### src/rtl/cs161_mc_control_if.sv
// Controller <-> datapath bundle for the multicycle MIPS control unit.
// The master modport is the controller; the slave modport is the datapath side.
interface cs161_mc_control_if;
    logic [5:0] instr_op;
    logic [5:0] funct;
    logic       mem_ready;
    logic       reg_dst;
    logic       branch;
    logic       mem_read;
    logic       mem_to_reg;
    logic       mem_write;
    logic       reg_write;
    logic       pc_write;
    logic       ir_write;
    logic       iord;
    logic       alu_src_a;
    logic [1:0] alu_src_b;
    logic [1:0] pc_source;
    logic [3:0] alu_op;
    logic       illegal_op;
    logic [3:0] state;

    modport master (
        input  instr_op, funct, mem_ready,
        output reg_dst, branch, mem_read, mem_to_reg, mem_write, reg_write,
               pc_write, ir_write, iord, alu_src_a, alu_src_b, pc_source,
               alu_op, illegal_op, state
    );

    modport slave (
        output instr_op, funct, mem_ready,
        input  reg_dst, branch, mem_read, mem_to_reg, mem_write, reg_write,
               pc_write, ir_write, iord, alu_src_a, alu_src_b, pc_source,
               alu_op, illegal_op, state
    );
endinterface

### src/rtl/cs161_mc_control.sv
// Multicycle MIPS control FSM: Moore control decode per state, with the FETCH
// handshake strobes, R_EX alu_op and DECODE illegal_op as the input-dependent outputs.
module cs161_mc_control (
    input logic               clk,
    input logic               rst,
    cs161_mc_control_if.master bus
);
    localparam logic [3:0] S_FETCH    = 4'd0;
    localparam logic [3:0] S_DECODE   = 4'd1;
    localparam logic [3:0] S_MEM_ADDR = 4'd2;
    localparam logic [3:0] S_MEM_RD   = 4'd3;
    localparam logic [3:0] S_MEM_WB   = 4'd4;
    localparam logic [3:0] S_MEM_WR   = 4'd5;
    localparam logic [3:0] S_R_EX     = 4'd6;
    localparam logic [3:0] S_R_WB     = 4'd7;
    localparam logic [3:0] S_BEQ      = 4'd8;
    localparam logic [3:0] S_ADDI_EX  = 4'd9;
    localparam logic [3:0] S_ADDI_WB  = 4'd10;
    localparam logic [3:0] S_JUMP     = 4'd11;

    localparam logic [5:0] OP_R    = 6'b000000;
    localparam logic [5:0] OP_LW   = 6'b100011;
    localparam logic [5:0] OP_SW   = 6'b101011;
    localparam logic [5:0] OP_BEQ  = 6'b000100;
    localparam logic [5:0] OP_ADDI = 6'b001000;
    localparam logic [5:0] OP_J    = 6'b000010;

    logic [3:0] cur, nxt;
    logic       op_ok, fn_ok, bad_instr;
    logic [3:0] r_alu_op;

    always_ff @(posedge clk or negedge rst) begin
        if (!rst) cur <= S_FETCH;
        else      cur <= nxt;
    end

    always_comb begin
        op_ok = (bus.instr_op == OP_R)    || (bus.instr_op == OP_LW)   ||
                (bus.instr_op == OP_SW)   || (bus.instr_op == OP_BEQ)  ||
                (bus.instr_op == OP_ADDI) || (bus.instr_op == OP_J);
        fn_ok = 1'b1;
        case (bus.funct)
            6'b100000: r_alu_op = 4'b0010;
            6'b100010: r_alu_op = 4'b0110;
            6'b100100: r_alu_op = 4'b0000;
            6'b100101: r_alu_op = 4'b0001;
            6'b100111: r_alu_op = 4'b1100;
            6'b101010: r_alu_op = 4'b0111;
            default: begin
                r_alu_op = 4'b0000;
                fn_ok    = 1'b0;
            end
        endcase
        bad_instr = !op_ok || (bus.instr_op == OP_R && !fn_ok);
    end

    always_comb begin
        nxt = S_FETCH;
        case (cur)
            S_FETCH:  nxt = bus.mem_ready ? S_DECODE : S_FETCH;
            S_DECODE: begin
                if (!bad_instr) begin
                    case (bus.instr_op)
                        OP_LW, OP_SW: nxt = S_MEM_ADDR;
                        OP_R:         nxt = S_R_EX;
                        OP_BEQ:       nxt = S_BEQ;
                        OP_ADDI:      nxt = S_ADDI_EX;
                        OP_J:         nxt = S_JUMP;
                        default:      nxt = S_FETCH;
                    endcase
                end
            end
            S_MEM_ADDR: begin
                if (bus.instr_op == OP_LW)      nxt = S_MEM_RD;
                else if (bus.instr_op == OP_SW) nxt = S_MEM_WR;
            end
            S_MEM_RD:  nxt = bus.mem_ready ? S_MEM_WB : S_MEM_RD;
            S_MEM_WR:  nxt = bus.mem_ready ? S_FETCH  : S_MEM_WR;
            S_R_EX:    nxt = S_R_WB;
            S_ADDI_EX: nxt = S_ADDI_WB;
            default:   nxt = S_FETCH;
        endcase
    end

    logic       reg_dst, branch, mem_read, mem_to_reg, mem_write, reg_write;
    logic       pc_write, ir_write, iord, alu_src_a, illegal_op;
    logic [1:0] alu_src_b, pc_source;
    logic [3:0] alu_op;

    // Outputs are gated by rst so that FETCH's mem_read is also silent in reset.
    always_comb begin
        reg_dst    = 1'b0;
        branch     = 1'b0;
        mem_read   = 1'b0;
        mem_to_reg = 1'b0;
        mem_write  = 1'b0;
        reg_write  = 1'b0;
        pc_write   = 1'b0;
        ir_write   = 1'b0;
        iord       = 1'b0;
        alu_src_a  = 1'b0;
        alu_src_b  = 2'b00;
        pc_source  = 2'b00;
        alu_op     = 4'b0000;
        illegal_op = 1'b0;
        if (rst) begin
            case (cur)
                S_FETCH: begin
                    mem_read  = 1'b1;
                    alu_src_b = 2'b01;
                    alu_op    = 4'b0010;
                    ir_write  = bus.mem_ready;
                    pc_write  = bus.mem_ready;
                end
                S_DECODE: begin
                    alu_src_b  = 2'b11;
                    alu_op     = 4'b0010;
                    illegal_op = bad_instr;
                end
                S_MEM_ADDR, S_ADDI_EX: begin
                    alu_src_a = 1'b1;
                    alu_src_b = 2'b10;
                    alu_op    = 4'b0010;
                end
                S_MEM_RD: begin
                    mem_read = 1'b1;
                    iord     = 1'b1;
                end
                S_MEM_WB: begin
                    reg_write  = 1'b1;
                    mem_to_reg = 1'b1;
                end
                S_MEM_WR: begin
                    mem_write = 1'b1;
                    iord      = 1'b1;
                end
                S_R_EX: begin
                    alu_src_a = 1'b1;
                    alu_op    = r_alu_op;
                end
                S_R_WB: begin
                    reg_write = 1'b1;
                    reg_dst   = 1'b1;
                end
                S_BEQ: begin
                    alu_src_a = 1'b1;
                    alu_op    = 4'b0110;
                    branch    = 1'b1;
                    pc_source = 2'b01;
                end
                S_ADDI_WB: reg_write = 1'b1;
                S_JUMP: begin
                    pc_write  = 1'b1;
                    pc_source = 2'b10;
                end
                default: ;
            endcase
        end
    end

    assign bus.reg_dst    = reg_dst;
    assign bus.branch     = branch;
    assign bus.mem_read   = mem_read;
    assign bus.mem_to_reg = mem_to_reg;
    assign bus.mem_write  = mem_write;
    assign bus.reg_write  = reg_write;
    assign bus.pc_write   = pc_write;
    assign bus.ir_write   = ir_write;
    assign bus.iord       = iord;
    assign bus.alu_src_a  = alu_src_a;
    assign bus.alu_src_b  = alu_src_b;
    assign bus.pc_source  = pc_source;
    assign bus.alu_op     = alu_op;
    assign bus.illegal_op = illegal_op;
    assign bus.state      = cur;
endmodule
### src/flat_wrapper.sv
// flat-port wrapper written by rule: the top's interface ports become plain ports
module cs161_mc_control_flat 
  (clk, rst, bus_instr_op, bus_funct, bus_mem_ready, bus_reg_dst, bus_branch, bus_mem_read, bus_mem_to_reg, bus_mem_write, bus_reg_write, bus_pc_write, bus_ir_write, bus_iord, bus_alu_src_a, bus_alu_src_b, bus_pc_source, bus_alu_op, bus_illegal_op, bus_state);
  cs161_mc_control_if bus_i ();
  input logic clk;
  input logic rst;
  input wire logic [$bits(bus_i.instr_op)-1:0] bus_instr_op;
  input wire logic [$bits(bus_i.funct)-1:0] bus_funct;
  input wire logic [$bits(bus_i.mem_ready)-1:0] bus_mem_ready;
  output wire logic [$bits(bus_i.reg_dst)-1:0] bus_reg_dst;
  output wire logic [$bits(bus_i.branch)-1:0] bus_branch;
  output wire logic [$bits(bus_i.mem_read)-1:0] bus_mem_read;
  output wire logic [$bits(bus_i.mem_to_reg)-1:0] bus_mem_to_reg;
  output wire logic [$bits(bus_i.mem_write)-1:0] bus_mem_write;
  output wire logic [$bits(bus_i.reg_write)-1:0] bus_reg_write;
  output wire logic [$bits(bus_i.pc_write)-1:0] bus_pc_write;
  output wire logic [$bits(bus_i.ir_write)-1:0] bus_ir_write;
  output wire logic [$bits(bus_i.iord)-1:0] bus_iord;
  output wire logic [$bits(bus_i.alu_src_a)-1:0] bus_alu_src_a;
  output wire logic [$bits(bus_i.alu_src_b)-1:0] bus_alu_src_b;
  output wire logic [$bits(bus_i.pc_source)-1:0] bus_pc_source;
  output wire logic [$bits(bus_i.alu_op)-1:0] bus_alu_op;
  output wire logic [$bits(bus_i.illegal_op)-1:0] bus_illegal_op;
  output wire logic [$bits(bus_i.state)-1:0] bus_state;
  assign bus_i.instr_op = bus_instr_op;
  assign bus_i.funct = bus_funct;
  assign bus_i.mem_ready = bus_mem_ready;
  assign bus_reg_dst = bus_i.reg_dst;
  assign bus_branch = bus_i.branch;
  assign bus_mem_read = bus_i.mem_read;
  assign bus_mem_to_reg = bus_i.mem_to_reg;
  assign bus_mem_write = bus_i.mem_write;
  assign bus_reg_write = bus_i.reg_write;
  assign bus_pc_write = bus_i.pc_write;
  assign bus_ir_write = bus_i.ir_write;
  assign bus_iord = bus_i.iord;
  assign bus_alu_src_a = bus_i.alu_src_a;
  assign bus_alu_src_b = bus_i.alu_src_b;
  assign bus_pc_source = bus_i.pc_source;
  assign bus_alu_op = bus_i.alu_op;
  assign bus_illegal_op = bus_i.illegal_op;
  assign bus_state = bus_i.state;
  cs161_mc_control u_core (.clk(clk), .rst(rst), .bus(bus_i));
endmodule
### config.mk
export PLATFORM = sky130hd
export DESIGN_NAME = cs161_mc_control_flat
export DESIGN_NICKNAME = d
export VERILOG_FILES = /design/src/rtl/cs161_mc_control_if.sv /design/src/rtl/cs161_mc_control.sv /design/src/flat_wrapper.sv
export SDC_FILE = /design/constraint.sdc
export NUM_CORES = 1
export LEC_CHECK = 0
export BUFFER_PORTS_ARGS = -buffer_cell sky130_fd_sc_hd__buf_4
export CAP_MARGIN = 10
export CORE_MARGIN = 2
export CORE_UTILIZATION = 45
export CTS_BUF_LIST = sky130_fd_sc_hd__clkbuf_2
export CTS_CLUSTER_SIZE = 40
export DETAILED_ROUTE_END_ITERATION = 6
export PLACE_DENSITY = 0.81
export SETUP_SLACK_MARGIN = 0.15
export SYNTH_ARGS = -nofsm -noshare
export SYNTH_HDL_FRONTEND = slang
export SYNTH_SLANG_ARGS = --single-unit
### constraint.sdc
create_clock -name clk -period 1.95 [get_ports clk]
set_clock_uncertainty 0.15 [all_clocks]
set_input_delay 0.2925 -clock clk [delete_from_list [all_inputs] [get_ports clk]]
set_output_delay 0.2925 -clock clk [all_outputs]
set_load 0.02 [all_outputs]
* Word level (Yosys, flattened, before mapping) *
Cells that the tools add are included.

cells by class
  eq/ne operators = 22
  multiplexer cells = 38
  reduce and logical (&&, ||, !) cells = 19

operators by type and width
  kind                                            number
  == test 6 bit (second input constant)           8
  case mux 4 bit (5 select lines)                 2
  case mux 4 bit (7 select lines)                 1
  two-way mux 1 bit                               23
  == test 4 x 3 -> 1 bit (second input constant)  4
  == test 4 bit (second input constant)           4
  two-way mux 4 bit                               3
  case mux 4 bit (3 select lines)                 1
  two-way mux 3 bit                               3
  == test 4 x 2 -> 1 bit (second input constant)  2
  OR reduction 2 bit                              4
  OR reduction 4 bit                              2
  == test 6 x 2 -> 1 bit (second input constant)  1
  == test 6 x 3 -> 1 bit (second input constant)  1
  == test 6 x 4 -> 1 bit (second input constant)  1
  logical NOT 6 bit                               1
  logical OR 1 bit                                6
  case mux 2 bit (3 select lines)                 1
  OR reduction 6 bit                              1
  == test 4 x 1 -> 1 bit (second input constant)  1
  logical NOT 4 bit                               1
  two-way mux 2 bit                               2
  case mux 2 bit (2 select lines)                 1
  OR reduction 3 bit                              1
  3 further kinds                                 4

storage, ports and cells
  register bits after elaboration = 4
  logic and storage cells = 80

* Logic depth before layout (Yosys ltp) *
Gate-level depths: netlist (run 1).

  word-level depth = 10
  mapped depth = 5
  gate-level depth less buffers = 4

* Worst setup path before layout (run 1) *
Ideal clock, no wire load.

  path type = register to output
  start = register u_core.cur[2] (netlist: u_core.bus.state[2])
  end = output port bus_pc_write
  arrival time = 1711 ps
  required time = 1507 ps
  path slack = -204 ps
  stages on the path, launching flop included = 5
  path through = dfrtp_1 -> buf_4 -> or2_1 -> nor3_1 -> or2_2

between the ends
  longest elaborated chain between the ends = 3

RTL lines
  what                                                       line                     source
  start, declared                                            cs161_mc_control.sv:28   logic [3:0] cur, nxt;
  start signal, assigned                                     cs161_mc_control.sv:34   else cur <= nxt;
  == test 4 bit / logical NOT 4 bit (equally long branches)  cs161_mc_control.sv:107  case (cur)
  case mux 1 bit (2 select lines) *                          cs161_mc_control.sv:107
  two-way mux 1 bit *                                        cs161_mc_control.sv:106  if (rst) begin
  end, declared                                              flat_wrapper.sv:16       output wire logic [$bits(bus_i.pc_write)-1:0] bus_pc_write;

Every way passes the cells marked *; elsewhere a longest branch is shown, timed or not.

* Final worst setup path (run 1) *
  start = register u_core.cur[2] (netlist: u_core.bus.state[2])
  end = output port bus_alu_op[2]

between the ends
  longest elaborated chain between the ends = 4

RTL lines
  what                                   line                     source
  == test 4 bit (tied with other cells)  cs161_mc_control.sv:107
  OR reduction 4 bit (no source line)    n/a
  case mux 4 bit (3 select lines) *      cs161_mc_control.sv:107
  two-way mux 4 bit *                    cs161_mc_control.sv:106
  end, declared                          flat_wrapper.sv:22       output wire logic [$bits(bus_i.alu_op)-1:0] bus_alu_op;

Marked as above.

==> flow_results.xml, run 1 <==
<?xml version="1.0" encoding="UTF-8"?>
<metrics>
  <group name="worst_hold_path">
    <metric name="worstHoldPathType" unit="">in2reg</metric>
  </group>
  <group name="cells_and_area">
    <metric name="multi_input_gate_area_in_the_final_layout" unit="um^2">643</metric>
    <metric name="ff_latch_area" unit="um^2">104</metric>
    <metric name="filler_cell_count" unit="">76</metric>
    <metric name="max_reg_flops" unit="">4</metric>
    <metric name="drive_gt1_frac" unit="">0.609</metric>
    <metric name="n_antenna_cell" unit="">0</metric>
    <metric name="final_net_count" unit="">172</metric>
    <metric name="synthToLayoutAreaGrowth" unit="%">87.3</metric>
    <metric name="final-instance-count-excl-fill" unit="">172</metric>
  </group>
  <group name="drt">
    <metric name="routedWlPerCell" unit="um">19.7</metric>
    <metric name="drt_wl_total" unit="um">3390</metric>
    <metric name="post_drt_via_cell_ratio" unit="">6.33</metric>
    <metric name="drc_violation_count_after_routing" unit="">0</metric>
    <metric name="detailedRoute.firstIterationViolations" unit="">61</metric>
    <metric name="vias" unit="">1088</metric>
    <metric name="detail-route-antenna-nets" unit="">0</metric>
    <metric name="drt_first_pass_iters" unit="">5</metric>
  </group>
  <group name="global_route">
    <metric name="number_of_antenna_violations_at_the_first_check_in_global_routing" unit="">0</metric>
    <metric name="groute.usage.overall" unit="">0.318</metric>
    <metric name="grt_first_pass_wirelength" unit="um">4470</metric>
    <metric name="grt_pass1_vias" unit="">918</metric>
    <metric name="grt_max_degree" unit="">13</metric>
    <metric name="grt_overflow" unit="">0</metric>
  </group>
  <group name="synth">
    <metric name="synth.ff_latch_count" unit="">4</metric>
    <metric name="synth_xor_xnor_area_share" unit="">0.0382</metric>
    <metric name="synthesis.area" unit="um^2">688</metric>
    <metric name="largest_family_of_logic_cells_by_synthesized_area" unit="">simple AND/OR/NAND/NOR gates</metric>
    <metric name="muxShareOfSynthArea" unit="">0.0218</metric>
    <metric name="seq_area_frac_synth" unit="">0.145</metric>
    <metric name="synth_enable_flop_cells" unit="">0</metric>
    <metric name="leading_register_cell_type_out_of_synthesis" unit="">dfrtp_1</metric>
    <metric name="area_share_of_and_or_nand_nor_cells_after_synthesis" unit="">0.453</metric>
    <metric name="synth_compound_area_frac" unit="">0.256</metric>
    <metric name="synth_cells" unit="">103</metric>
    <metric name="synth_adder_area_share" unit="">0</metric>
    <metric name="async_flop_share" unit="">1.00</metric>
    <metric name="synthesis.yosys.warnings" unit="">0</metric>
    <metric name="synth_top_cells_by_area" unit="">dfrtp_1 (15%), nor2_1 (7.6%), nor3_1 (5.8%)</metric>
    <metric name="synthesis.nets" unit="">118</metric>
    <metric name="synth.lib_cells_used.distinct" unit="">39</metric>
    <metric name="average_footprint_of_a_synthesized_cell" unit="um^2">6.68</metric>
    <metric name="yosysTopAreaCellShare" unit="">0.145</metric>
    <metric name="synth_top_area_cell" unit="">dfrtp_1</metric>
  </group>
  <group name="clock_network">
    <metric name="cts_tree" unit="">built</metric>
    <metric name="cts.clk_slew.worst_paths" unit="ps">80</metric>
    <metric name="cts.htree.levels" unit="">1</metric>
    <metric name="cts_inserted_buffers" unit="">3</metric>
    <metric name="worstSkewPairLatency" unit="ps">220</metric>
    <metric name="clock_sink_count" unit="">4</metric>
    <metric name="cts_root_buf" unit="">clkbuf_2</metric>
    <metric name="clock_path_buffers" unit="">2</metric>
  </group>
  <group name="critical_path">
    <metric name="start_kind" unit="">register</metric>
    <metric name="crit_path_max_incr_delay" unit="ps">430</metric>
    <metric name="worst_setup_path_end_kind" unit="">primary output</metric>
    <metric name="path_class" unit="">reg2out</metric>
    <metric name="critical_path.n_buffers_inverters" unit="">1</metric>
    <metric name="critPathRequiredTime" unit="ps">1510</metric>
    <metric name="path_max_fanout" unit="">5</metric>
    <metric name="family_with_the_most_delay_on_the_worst_path" unit="">simple AND/OR/NAND/NOR gates</metric>
    <metric name="cpMaxStageDelayCell" unit="">dfrtp_1</metric>
    <metric name="critPathArrivalTime" unit="ps">1460</metric>
    <metric name="critical_path_cell_sequence" unit="">nor2b_4 -&gt; and2_4 -&gt; nand4_1 -&gt; o22ai_2 -&gt; buf_6</metric>
  </group>
  <group name="run_status">
    <metric name="run_status" unit="">complete, no violations</metric>
  </group>
  <group name="sta">
    <metric name="tightest_slew" unit="ps">405</metric>
    <metric name="timing.final.setup_violations" unit="">0</metric>
    <metric name="post-route-period-util" unit="">0.977</metric>
    <metric name="grt_setup_unrepaired" unit="">true</metric>
    <metric name="setup_tns" unit="ps">0</metric>
    <metric name="timing.final.max_slew_violations" unit="">0</metric>
    <metric name="period_needed" unit="ps">1910</metric>
    <metric name="achievable-frequency" unit="MHz">525</metric>
    <metric name="finalHoldViolations" unit="">0</metric>
    <metric name="relSlewSlack" unit="">0.726</metric>
  </group>
  <group name="place">
    <metric name="finalWeightedCongestion" unit="">0.820</metric>
    <metric name="placed_cells" unit="">152</metric>
    <metric name="port_buffers" unit="">37</metric>
    <metric name="detailedPlacementHpwl" unit="um">1680</metric>
  </group>
  <group name="floorplan">
    <metric name="fp.dieArea" unit="um^2">1860</metric>
    <metric name="die_width" unit="um">43.1</metric>
    <metric name="core-area" unit="um^2">1470</metric>
    <metric name="placement_rows" unit="">14</metric>
    <metric name="floorplan.initialDensity" unit="">0.468</metric>
    <metric name="design.portCount" unit="">38</metric>
    <metric name="die-height" unit="um">43.1</metric>
  </group>
  <group name="power_and_ir_drop">
    <metric name="power-per-cell-area" unit="nW/um^2">413</metric>
    <metric name="leakagePower" unit="uW">0.000592</metric>
    <metric name="worst_ir_drop_vdd" unit="mV">0.324</metric>
  </group>
  <group name="job">
    <metric name="drv_cap" unit="">0</metric>
  </group>
</metrics>
[worst paths after layout]
kind,slack [ps],end,cells after the start,start
worst max-delay path,40,bus_alu_op[2],5,u_core.bus.state[2]$_DFF_PN0_
worst min-delay path,280,u_core.bus.state[0]$_DFF_PN0_,4,bus_instr_op[0]
worst max register to register,220,u_core.bus.state[1]$_DFF_PN0_,5,u_core.bus.state[3]$_DFF_PN0_
worst min register to register,610,u_core.bus.state[3]$_DFF_PN0_,2,u_core.bus.state[2]$_DFF_PN0_
max in group asynchronous,1010,u_core.bus.state[1]$_DFF_PN0_,2,rst
min in group asynchronous,400,u_core.bus.state[2]$_DFF_PN0_,2,rst
[per-layer routing]
layer	share of wire	vias to the layer above	global-route usage
li1	-	475	-
met1	0.37	502	0.399
met2	0.51	97	0.564
met3	0.090	14	0.0426
met4	0.037	0	0.0788
met5	0	-	0
[layout make-up]
cell class	instances	share of cell area
flip-flops and latches	4	0.0806
multi-input cells	87	0.499
inverters	3	0.00874
well taps	16	0.0155
repair buffers	58	0.381
clock buffers	4	0.0155
[cell families after synthesis]
group | after synthesis
xor+xnor | 3
simple gates | 57
compound gates | 26
mux | 1
flops | 4
buf+inv | 12
[layout by cell type, fill, tap and decap left out, drive strengths merged, types with 2 or more instances in the layout]
| master | n |
|---|---|
| buf | 57 |
| a31oi | 2 |
| nand2 | 6 |
| a21oi | 7 |
| and3 | 3 |
| nor2 | 14 |
| dfrtp | 4 |
| nand3b | 2 |
| nand3 | 4 |
| or2 | 2 |
| o21a | 4 |
| nand4 | 2 |
| nor4 | 2 |
| nor2b | 4 |
| nand2b | 4 |
| clkbuf | 4 |
| o221ai | 2 |
| nor3 | 8 |
| inv | 3 |
| o21ai | 5 |
| nor3b | 2 |
| xor2 | 2 |
[repair_timing]
item	in CTS	in global routing
pin swaps	7	7
setup endpoints to repair	11	16
buffers inserted	11	4
gates resized for setup	22	18
hold endpoints to repair	4	0
hold buffers	1	0
[metrics by stage]
stage,hold slack [ps],cell area (um^2),util,total power [uW],worst slack [ps]
global route,308,1290,0.876,550,20.0
detailed placement,-22.4,1010,0.688,338,79.4
finish,275,1290,0.876,532,44.1
floorplan,-153,724,-,247,60.9
CTS,256,1190,0.812,481,139
global placement,-25.5,1010,0.688,332,96.6
[cell usage after synthesis (all sizes together) (3+ instances only)]
library cell,number
a21oi,7
nor2b,4
inv,3
buf,7
nand2,6
nand3,4
o21ai,5
o21a,4
nor3,8
dfrtp,4
and3,3
nor2,14
nand2b,4
[report_power, final]
part	total, uW	switching (uW)	internal, uW
logic	329	177	152
registers	104	13.4	90.2
clock network	100	45.7	54.4
total	532	236	297
[worst reg2reg max path, delay by kind of cell (launching register included)]
kind / cells / cell delay (ps)
simple gates: 3 / 590
flops: 1 / 470
compound gates: 1 / 250
buf+inv: 1 / 160
Power figures use the tool's default switching activity.
==> run 2: changes to the inputs <==
--- a/config.mk
+++ b/config.mk
@@ -8,11 +8,11 @@
 export BUFFER_PORTS_ARGS = -buffer_cell sky130_fd_sc_hd__buf_4
 export CAP_MARGIN = 10
 export CORE_MARGIN = 2
-export CORE_UTILIZATION = 45
+export CORE_UTILIZATION = 41
 export CTS_BUF_LIST = sky130_fd_sc_hd__clkbuf_2
 export CTS_CLUSTER_SIZE = 40
 export DETAILED_ROUTE_END_ITERATION = 6
-export PLACE_DENSITY = 0.81
+export PLACE_DENSITY = 0.78
 export SETUP_SLACK_MARGIN = 0.15
 export SYNTH_ARGS = -nofsm -noshare
 export SYNTH_HDL_FRONTEND = slang
==> constraint.sdc (replaced) <==
create_clock -name clk -period 1.6 [get_ports clk]
set_clock_uncertainty 0.15 [all_clocks]
set_input_delay 0.24 -clock clk [delete_from_list [all_inputs] [get_ports clk]]
set_output_delay 0.24 -clock clk [all_outputs]
set_load 0.02 [all_outputs]
==> run 2 against run 1 <==
The flow now stops in 4_1_cts. Area after synthesis did not move. Synthesized cell count stayed put.
==> flow_results.xml, run 2 <==
<?xml version="1.0" encoding="UTF-8"?>
<metrics>
  <group name="synth">
    <metric name="synth_top_cells_by_area" unit="">dfrtp_1 (15%), nor2_1 (7.6%), nor3_1 (5.8%)</metric>
    <metric name="average_footprint_of_a_synthesized_cell" unit="um^2">6.68</metric>
    <metric name="synth.most_common_cell" unit="">nor2_1</metric>
    <metric name="leading_register_cell_type_out_of_synthesis" unit="">dfrtp_1</metric>
    <metric name="synth.lib_cells_used.distinct" unit="">39</metric>
    <metric name="async_flop_share" unit="">1.00</metric>
    <metric name="yosysTopAreaCellShare" unit="">0.145</metric>
    <metric name="synthesis.yosys.warnings" unit="">0</metric>
    <metric name="synth_cells" unit="">103</metric>
    <metric name="synthesis.area" unit="um^2">688</metric>
    <metric name="synthesis.nets" unit="">118</metric>
    <metric name="synthTopCellsByCount" unit="">nor2_1 (14), nor3_1 (8), a21oi_1 (6), nand2_1 (6), buf_2 (5)</metric>
    <metric name="synth.ff_latch_count" unit="">4</metric>
    <metric name="seq_area_frac_synth" unit="">0.145</metric>
    <metric name="synth_enable_flop_cells" unit="">0</metric>
    <metric name="synth_top_area_cell" unit="">dfrtp_1</metric>
  </group>
  <group name="floorplan">
    <metric name="design.portCount" unit="">38</metric>
    <metric name="die_width" unit="um">45.0</metric>
    <metric name="die-height" unit="um">45.0</metric>
    <metric name="placement_rows" unit="">14</metric>
    <metric name="floorplan.initialDensity" unit="">0.446</metric>
  </group>
  <group name="clock_network">
    <metric name="clock_path_buffers" unit="">2</metric>
    <metric name="cts.htree.levels" unit="">1</metric>
    <metric name="clock_sink_count" unit="">4</metric>
    <metric name="cts_inserted_buffers" unit="">3</metric>
    <metric name="cts_resized" unit="">55</metric>
    <metric name="cts_stage_hold_buffer_count" unit="">1</metric>
    <metric name="cts_root_buf" unit="">clkbuf_2</metric>
    <metric name="post_cts_buffers" unit="">17</metric>
  </group>
  <group name="run_status">
    <metric name="error_message" unit="">[ERROR DPL-0038] Utilization greater than 100%, impossible to legalize</metric>
    <metric name="run_status" unit="">aborted with a tool error</metric>
    <metric name="lastStage" unit="">4_1_cts</metric>
  </group>
  <group name="place">
    <metric name="port_buffers" unit="">37</metric>
    <metric name="detailedPlacementHpwl" unit="um">1990</metric>
    <metric name="pre_cts_slack" unit="ps">-120</metric>
    <metric name="finalWeightedCongestion" unit="">0.849</metric>
  </group>
</metrics>
## run 2: kinds of logic after synthesis
logic type / share of synthesized area
DFF: 0.145
buffers and inverters: 0.0854
and+or+nand+nor: 0.453
AOI/OAI and AO/OA: 0.256
xor gates and xnor gates: 0.0382
muxes: 0.0218
## run 2: per-stage QoR
step | setup TNS (ps) | instance area, um^2 | hold WS [ps] | std cells | util
2_1_floorplan | -488 | 826 | -206 | 103 | -
3_5_place_dp | -130 | 1190 | -65.0 | 165 | 0.773
3_3_place_gp | -116 | 1190 | -72.5 | 165 | 0.773
==> run 3: changes to the inputs <==
--- a/config.mk
+++ b/config.mk
@@ -7,13 +7,10 @@
 export LEC_CHECK = 0
 export BUFFER_PORTS_ARGS = -buffer_cell sky130_fd_sc_hd__buf_4
 export CAP_MARGIN = 10
-export CORE_MARGIN = 2
-export CORE_UTILIZATION = 41
-export CTS_BUF_LIST = sky130_fd_sc_hd__clkbuf_2
-export CTS_CLUSTER_SIZE = 40
+export CORE_AREA = 2 2 63 65
 export DETAILED_ROUTE_END_ITERATION = 6
-export PLACE_DENSITY = 0.78
-export SETUP_SLACK_MARGIN = 0.15
+export DIE_AREA = 0 0 65 67
+export PLACE_DENSITY_LB_ADDON = 0.15
 export SYNTH_ARGS = -nofsm -noshare
 export SYNTH_HDL_FRONTEND = slang
 export SYNTH_SLANG_ARGS = --single-unit
==> constraint.sdc (replaced) <==
create_clock -name clk -period 2.1 [get_ports clk]
set_clock_uncertainty 0.15 [all_clocks]
set_input_delay 0.315 -clock clk [delete_from_list [all_inputs] [get_ports clk]]
set_output_delay 0.315 -clock clk [all_outputs]
set_load 0.02 [all_outputs]
==> run 3 against run 2 <==
The run now ends clean.
==> flow_results.xml, run 3 (synthesis results as in run 1) <==
<?xml version="1.0" encoding="UTF-8"?>
<metrics>
  <group name="run_status">
    <metric name="run_status" unit="">complete, no violations</metric>
  </group>
  <group name="global_route">
    <metric name="grt_overflow" unit="">0</metric>
    <metric name="number_of_antenna_violations_at_the_first_check_in_global_routing" unit="">0</metric>
    <metric name="grt_pass1_vias" unit="">795</metric>
    <metric name="grt_max_degree" unit="">13</metric>
    <metric name="grt_first_pass_wirelength" unit="um">3770</metric>
    <metric name="groute.usage.overall" unit="">0.110</metric>
  </group>
  <group name="sta">
    <metric name="setup_tns" unit="ps">0</metric>
    <metric name="finalHoldViolations" unit="">0</metric>
    <metric name="grt_setup_unrepaired" unit="">false</metric>
    <metric name="post-route-period-util" unit="">0.958</metric>
    <metric name="period_needed" unit="ps">2010</metric>
    <metric name="timing.final.max_slew_violations" unit="">0</metric>
    <metric name="tightest_slew" unit="ps">397</metric>
    <metric name="timing.final.setup_violations" unit="">0</metric>
    <metric name="relSlewSlack" unit="">0.733</metric>
    <metric name="achievable-frequency" unit="MHz">497</metric>
  </group>
  <group name="floorplan">
    <metric name="fp.dieArea" unit="um^2">4360</metric>
    <metric name="design.portCount" unit="">38</metric>
    <metric name="die-height" unit="um">67</metric>
    <metric name="floorplan.initialDensity" unit="">0.191</metric>
    <metric name="core-area" unit="um^2">3610</metric>
    <metric name="die_width" unit="um">65</metric>
    <metric name="placement_rows" unit="">22</metric>
  </group>
  <group name="clock_network">
    <metric name="cts_tree" unit="">built</metric>
    <metric name="post_cts_buffers" unit="">0</metric>
    <metric name="cts_inserted_buffers" unit="">3</metric>
    <metric name="cts.htree.levels" unit="">1</metric>
    <metric name="cts_root_buf" unit="">clkbuf_8</metric>
    <metric name="cts.clk_slew.worst_paths" unit="ps">30</metric>
    <metric name="clock_path_buffers" unit="">2</metric>
    <metric name="clock_sink_count" unit="">4</metric>
    <metric name="worstSkewPairLatency" unit="ps">210</metric>
  </group>
  <group name="critical_path">
    <metric name="worst_setup_path_end_kind" unit="">primary output</metric>
    <metric name="critPathRequiredTime" unit="ps">1630</metric>
    <metric name="crit_path_max_incr_delay" unit="ps">400</metric>
    <metric name="path_class" unit="">reg2out</metric>
    <metric name="start_kind" unit="">register</metric>
    <metric name="cpMaxStageDelayCell" unit="">dfrtp_1</metric>
    <metric name="critical_path_cell_sequence" unit="">buf_4 -&gt; or2_1 -&gt; nor3_2 -&gt; or2_2 -&gt; buf_4</metric>
    <metric name="critPathArrivalTime" unit="ps">1550</metric>
    <metric name="timing.critical_path.mode_cell" unit="">buf_4</metric>
    <metric name="path_max_fanout" unit="">8</metric>
  </group>
  <group name="cells_and_area">
    <metric name="synthToLayoutAreaGrowth" unit="%">58.0</metric>
    <metric name="ff_latch_area" unit="um^2">103</metric>
    <metric name="n_antenna_cell" unit="">0</metric>
    <metric name="multi_input_gate_area_in_the_final_layout" unit="um^2">539</metric>
    <metric name="layout.cell_area.non_filler" unit="um^2">1090</metric>
    <metric name="final_net_count" unit="">158</metric>
    <metric name="drive_gt1_frac" unit="">0.397</metric>
    <metric name="filler_cell_count" unit="">403</metric>
    <metric name="mostFrequentLayoutCell" unit="">buf_4</metric>
    <metric name="layout.cells.most_common_list" unit="">buf_4 (43), nor2_1 (14), nor3_1 (6), a21oi_1 (6), nand2_1 (6)</metric>
    <metric name="max_reg_flops" unit="">4</metric>
  </group>
  <group name="power_and_ir_drop">
    <metric name="clock_power_share" unit="">0.334</metric>
    <metric name="worst_ir_drop_vdd" unit="mV">0.180</metric>
    <metric name="power.switching_fraction" unit="">0.358</metric>
    <metric name="leakagePower" unit="uW">0.000495</metric>
    <metric name="net-switching-power" unit="uW">170</metric>
    <metric name="power-per-cell-area" unit="nW/um^2">436</metric>
    <metric name="power.share.sequential" unit="">0.205</metric>
    <metric name="combinational_fraction_of_design_power" unit="">0.461</metric>
    <metric name="power.internal" unit="uW">304</metric>
  </group>
  <group name="drt">
    <metric name="drc_violation_count_after_routing" unit="">0</metric>
    <metric name="detail-route-antenna-nets" unit="">0</metric>
    <metric name="routedWlPerCell" unit="um">12.5</metric>
    <metric name="vias" unit="">890</metric>
    <metric name="detailedRoute.firstIterationViolations" unit="">14</metric>
    <metric name="drt_wl_total" unit="um">2360</metric>
    <metric name="drt_first_pass_iters" unit="">4</metric>
    <metric name="post_drt_via_cell_ratio" unit="">4.71</metric>
  </group>
  <group name="place">
    <metric name="detailedPlacementHpwl" unit="um">1900</metric>
    <metric name="dpl-instance-area" unit="um^2">1030</metric>
    <metric name="finalWeightedCongestion" unit="">0.755</metric>
    <metric name="port_buffers" unit="">37</metric>
  </group>
  <group name="worst_hold_path">
    <metric name="worstHoldPathType" unit="">in2reg</metric>
  </group>
  <group name="job">
    <metric name="drv_cap" unit="">0</metric>
  </group>
</metrics>
## run 3: worst paths after layout
check                                                   start                             to  slack, ps  cells past startpoint
min in group asynchronous                                 rst  u_core.bus.state[0]$_DFF_PN0_        410                      2
worst min register to register  u_core.bus.state[2]$_DFF_PN0_  u_core.bus.state[3]$_DFF_PN0_        350                      1
worst min-delay path                            bus_mem_ready  u_core.bus.state[2]$_DFF_PN0_        310                      3
worst max register to register  u_core.bus.state[2]$_DFF_PN0_  u_core.bus.state[1]$_DFF_PN0_        480                      5
max in group asynchronous                                 rst  u_core.bus.state[1]$_DFF_PN0_       1220                      2
worst max-delay path            u_core.bus.state[2]$_DFF_PN0_                   bus_pc_write         90                      5
## run 3: through the flow
| stage | total power [uW] | std cells | setup WS [ps] | util | hold slack [ps] |
|---|---|---|---|---|---|
| final | 474 | 189 | 87.5 | 0.302 | 310 |
| after global routing | 512 | 189 | 18.3 | 0.302 | 338 |
| after CTS | 478 | 189 | 79.5 | 0.301 | 312 |
| after detailed placement | 316 | 185 | 170 | 0.287 | 8.06 |
| after global placement | 317 | 185 | 168 | 0.287 | 7.46 |
| after floorplan | 223 | 103 | 48.9 | - | -131 |
## run 3: power groups by stage
stage	clock network [uW]	registers [uW]	logic, uW
after floorplan	0	96.1	127
after global placement	0	96.6	220
after detailed placement	0	97.2	219
after CTS	161	96.4	221
after global routing	172	99.4	240
final	159	97.1	219
## run 3: area by class of cell
| class | count | share of cell area |
|---|---|---|
| flip-flops and latches | 4 | 0.0944 |
| well taps | 48 | 0.0552 |
| inverters | 3 | 0.0104 |
| multi-input cells | 87 | 0.496 |
| clock buffers | 3 | 0.0380 |
| repair buffers | 44 | 0.306 |
## run 3: per-layer routing
layer / up-vias / share of wire / global-route usage
met5: - / 0 / 0
met4: 0 / 0.0080 / 0.0399
met1: 411 / 0.48 / 0.156
met2: 30 / 0.46 / 0.171
li1: 447 / - / -
met3: 2 / 0.050 / 0.00845
## run 3: worst max-delay path, delay by kind of cell (launching register included)
family                 cells  cell delay (ps)
and+or+nand+nor            3              630
buffers and inverters      2              300
DFF                        1              400
## run 3: repair_timing
| item | CTS | global route |
|---|---|---|
| setup endpoints to repair | 0 | 2 |
| gates resized for setup | 0 | 2 |
| hold buffers | 1 | 0 |
| hold endpoints to repair | 4 | 0 |
==> run 4: changes to the inputs <==
--- a/config.mk
+++ b/config.mk
@@ -10,7 +10,7 @@
 export CORE_AREA = 2 2 63 65
 export DETAILED_ROUTE_END_ITERATION = 6
 export DIE_AREA = 0 0 65 67
-export PLACE_DENSITY_LB_ADDON = 0.15
+export PLACE_DENSITY = 0.47
 export SYNTH_ARGS = -nofsm -noshare
 export SYNTH_HDL_FRONTEND = slang
 export SYNTH_SLANG_ARGS = --single-unit
==> run 4 against run 3 <==
Global-route usage rose by 0.063 points. Combinational power fell by 2%. Clock power barely moved. Sequential power rose by 5%. Sequential share of layout area rose by 0.19 points. Routed wire length rose by 1.9%. Utilization rose by 0.14 points. Critical path depth rose by 1. Sequential cell count did not move. Register-to-register slack improved by 60 ps. Non-clock buffer count fell by 1. Critical endpoint is now bus_illegal_op. Largest cell class unchanged. Largest power group unchanged. Highest routed layer is now met3.
==> flow_results.xml, run 4 (synthesis results as in run 1) <==
<?xml version="1.0" encoding="UTF-8"?>
<metrics>
  <group name="run_status">
    <metric name="run_status" unit="">complete, no violations</metric>
  </group>
  <group name="cells_and_area">
    <metric name="multi_input_gate_area_in_the_final_layout" unit="um^2">549</metric>
    <metric name="synthToLayoutAreaGrowth" unit="%">58.7</metric>
    <metric name="final-instance-count-excl-fill" unit="">188</metric>
    <metric name="ff_latch_area" unit="um^2">105</metric>
    <metric name="layout.cells.most_common_list" unit="">buf_4 (42), nor2_1 (14), nor3_1 (6), a21oi_1 (6), nand2_1 (6)</metric>
    <metric name="max_reg_flops" unit="">4</metric>
    <metric name="filler_cell_count" unit="">397</metric>
    <metric name="n_antenna_cell" unit="">0</metric>
    <metric name="final_net_count" unit="">157</metric>
    <metric name="mostFrequentLayoutCell" unit="">buf_4</metric>
    <metric name="drive_gt1_frac" unit="">0.429</metric>
  </group>
  <group name="sta">
    <metric name="grt_setup_unrepaired" unit="">false</metric>
    <metric name="period_needed" unit="ps">1970</metric>
    <metric name="setup_ws" unit="ps">129</metric>
    <metric name="timing.final.max_slew_violations" unit="">0</metric>
    <metric name="tightest_slew" unit="ps">384</metric>
    <metric name="achievable-frequency" unit="MHz">507</metric>
    <metric name="worst_hold_slack" unit="ps">307</metric>
    <metric name="post-route-period-util" unit="">0.939</metric>
    <metric name="finalHoldViolations" unit="">0</metric>
    <metric name="timing.final.setup_violations" unit="">0</metric>
    <metric name="setup_tns" unit="ps">0</metric>
    <metric name="relSlewSlack" unit="">0.740</metric>
  </group>
  <group name="drt">
    <metric name="vias" unit="">872</metric>
    <metric name="detail-route-antenna-nets" unit="">0</metric>
    <metric name="drt_wl_total" unit="um">2410</metric>
    <metric name="drc_violation_count_after_routing" unit="">0</metric>
    <metric name="post_drt_via_cell_ratio" unit="">4.64</metric>
    <metric name="detailedRoute.firstIterationViolations" unit="">43</metric>
    <metric name="routedWlPerCell" unit="um">12.8</metric>
    <metric name="drt_first_pass_iters" unit="">4</metric>
  </group>
  <group name="floorplan">
    <metric name="die_width" unit="um">65</metric>
    <metric name="placement_rows" unit="">22</metric>
    <metric name="core-area" unit="um^2">3610</metric>
    <metric name="die-height" unit="um">67</metric>
    <metric name="design.portCount" unit="">38</metric>
    <metric name="fp.dieArea" unit="um^2">4360</metric>
    <metric name="floorplan.initialDensity" unit="">0.191</metric>
  </group>
  <group name="worst_hold_path">
    <metric name="worstHoldPathType" unit="">in2reg</metric>
  </group>
  <group name="power_and_ir_drop">
    <metric name="leakagePower" unit="uW">0.000489</metric>
    <metric name="worst_ir_drop_vdd" unit="mV">0.211</metric>
    <metric name="power-per-cell-area" unit="nW/um^2">436</metric>
  </group>
  <group name="place">
    <metric name="detailedPlacementHpwl" unit="um">1910</metric>
    <metric name="placed_cells" unit="">184</metric>
    <metric name="port_buffers" unit="">37</metric>
    <metric name="pre_cts_slack" unit="ps">149</metric>
    <metric name="finalWeightedCongestion" unit="">0.830</metric>
  </group>
  <group name="job">
    <metric name="drv_cap" unit="">0</metric>
  </group>
  <group name="critical_path">
    <metric name="path_class" unit="">in2out</metric>
    <metric name="worst_setup_path_end_kind" unit="">primary output</metric>
    <metric name="start_kind" unit="">input port</metric>
    <metric name="critical_path.n_buffers_inverters" unit="">2</metric>
    <metric name="crit_path_max_incr_delay" unit="ps">340</metric>
    <metric name="family_with_the_most_delay_on_the_worst_path" unit="">compound AO/OA/AOI/OAI gates</metric>
    <metric name="timing.critical_path.mode_cell" unit="">buf_4</metric>
    <metric name="critPathArrivalTime" unit="ps">1510</metric>
    <metric name="path_max_fanout" unit="">5</metric>
    <metric name="critPathRequiredTime" unit="ps">1630</metric>
    <metric name="critical_path_cell_sequence" unit="">buf_4 -&gt; mux2_4 -&gt; o21ai_2 -&gt; a21oi_2 -&gt; o311a_1 -&gt; buf_4</metric>
    <metric name="cpMaxStageDelayCell" unit="">o311a_1</metric>
  </group>
  <group name="global_route">
    <metric name="number_of_antenna_violations_at_the_first_check_in_global_routing" unit="">0</metric>
    <metric name="groute.usage.overall" unit="">0.110</metric>
    <metric name="grt_first_pass_wirelength" unit="um">3710</metric>
    <metric name="grt_max_degree" unit="">14</metric>
    <metric name="grt_pass1_vias" unit="">800</metric>
    <metric name="grt_overflow" unit="">0</metric>
  </group>
  <group name="clock_network">
    <metric name="cts.clk_slew.worst_paths" unit="ps">30</metric>
    <metric name="cts_tree" unit="">built</metric>
    <metric name="clock_sink_count" unit="">4</metric>
    <metric name="cts.htree.levels" unit="">1</metric>
    <metric name="post_cts_buffers" unit="">0</metric>
    <metric name="cts_inserted_buffers" unit="">3</metric>
    <metric name="clock_path_buffers" unit="">2</metric>
    <metric name="cts_root_buf" unit="">clkbuf_8</metric>
    <metric name="worstSkewPairLatency" unit="ps">210</metric>
  </group>
</metrics>
==> run 4: worst paths after layout <==
path / from / end / slack (ps) / cells past startpoint
worst max-delay path: bus_funct[1] / bus_illegal_op / 130 / 6
worst min-delay path: bus_mem_ready / u_core.bus.state[0]$_DFF_PN0_ / 310 / 3
worst max register to register: u_core.bus.state[1]$_DFF_PN0_ / u_core.bus.state[1]$_DFF_PN0_ / 540 / 4
worst min register to register: u_core.bus.state[2]$_DFF_PN0_ / u_core.bus.state[3]$_DFF_PN0_ / 410 / 1
max in group asynchronous: rst / u_core.bus.state[2]$_DFF_PN0_ / 1210 / 2
min in group asynchronous: rst / u_core.bus.state[0]$_DFF_PN0_ / 410 / 2
==> run 4: tightest hold or removal path: cells and delay by family <==
| family | cells | cell delay, ps |
|---|---|---|
| AND/OR/NAND/NOR | 1 | 90 |
| AO/OA/AOI/OAI | 1 | 110 |
| buffers and inverters | 1 | 120 |
==> run 4: area by class of cell <==
class,count,share of cell area
well taps,48,0.0550
multi-input cells,87,0.503
flip-flops and latches,4,0.0962
repair buffers,43,0.298
clock buffers,3,0.0378
inverters,3,0.0103
==> run 4: report_power, final <==
part	switching (uW)	internal, uW	leakage, uW
clock network	38.1	122	0.0000216
logic	118	95.5	0.000420
registers	17.9	84.5	0.0000477
==> run 4: per-layer routing <==
layer  share of wire  GRT usage  vias to the layer above
met1            0.48      0.147                      385
met4               0     0.0160                        0
met3           0.075     0.0287                        0
met2            0.44      0.182                       38
li1                -          -                      449
met5               0          0                        -
==> run 4: what timing repair did <==
item | CTS | global route
setup endpoints to repair | 1 | 5
resized for setup | 1 | 6
gates cloned | 0 | 0
hold endpoints to repair | 4 | 0
hold buffers | 1 | 0
==> run 4: per-stage QoR <==
| step | utilization | power (uW) | area, um^2 |
|---|---|---|---|
| 3_3_place_gp | 0.285 | 310 | 1030 |
| 2_1_floorplan | - | 223 | 698 |
| 6_report | 0.303 | 476 | 1090 |
| 5_1_grt | 0.303 | 509 | 1090 |
| 3_5_place_dp | 0.285 | 312 | 1030 |
| 4_1_cts | 0.299 | 480 | 1080 |
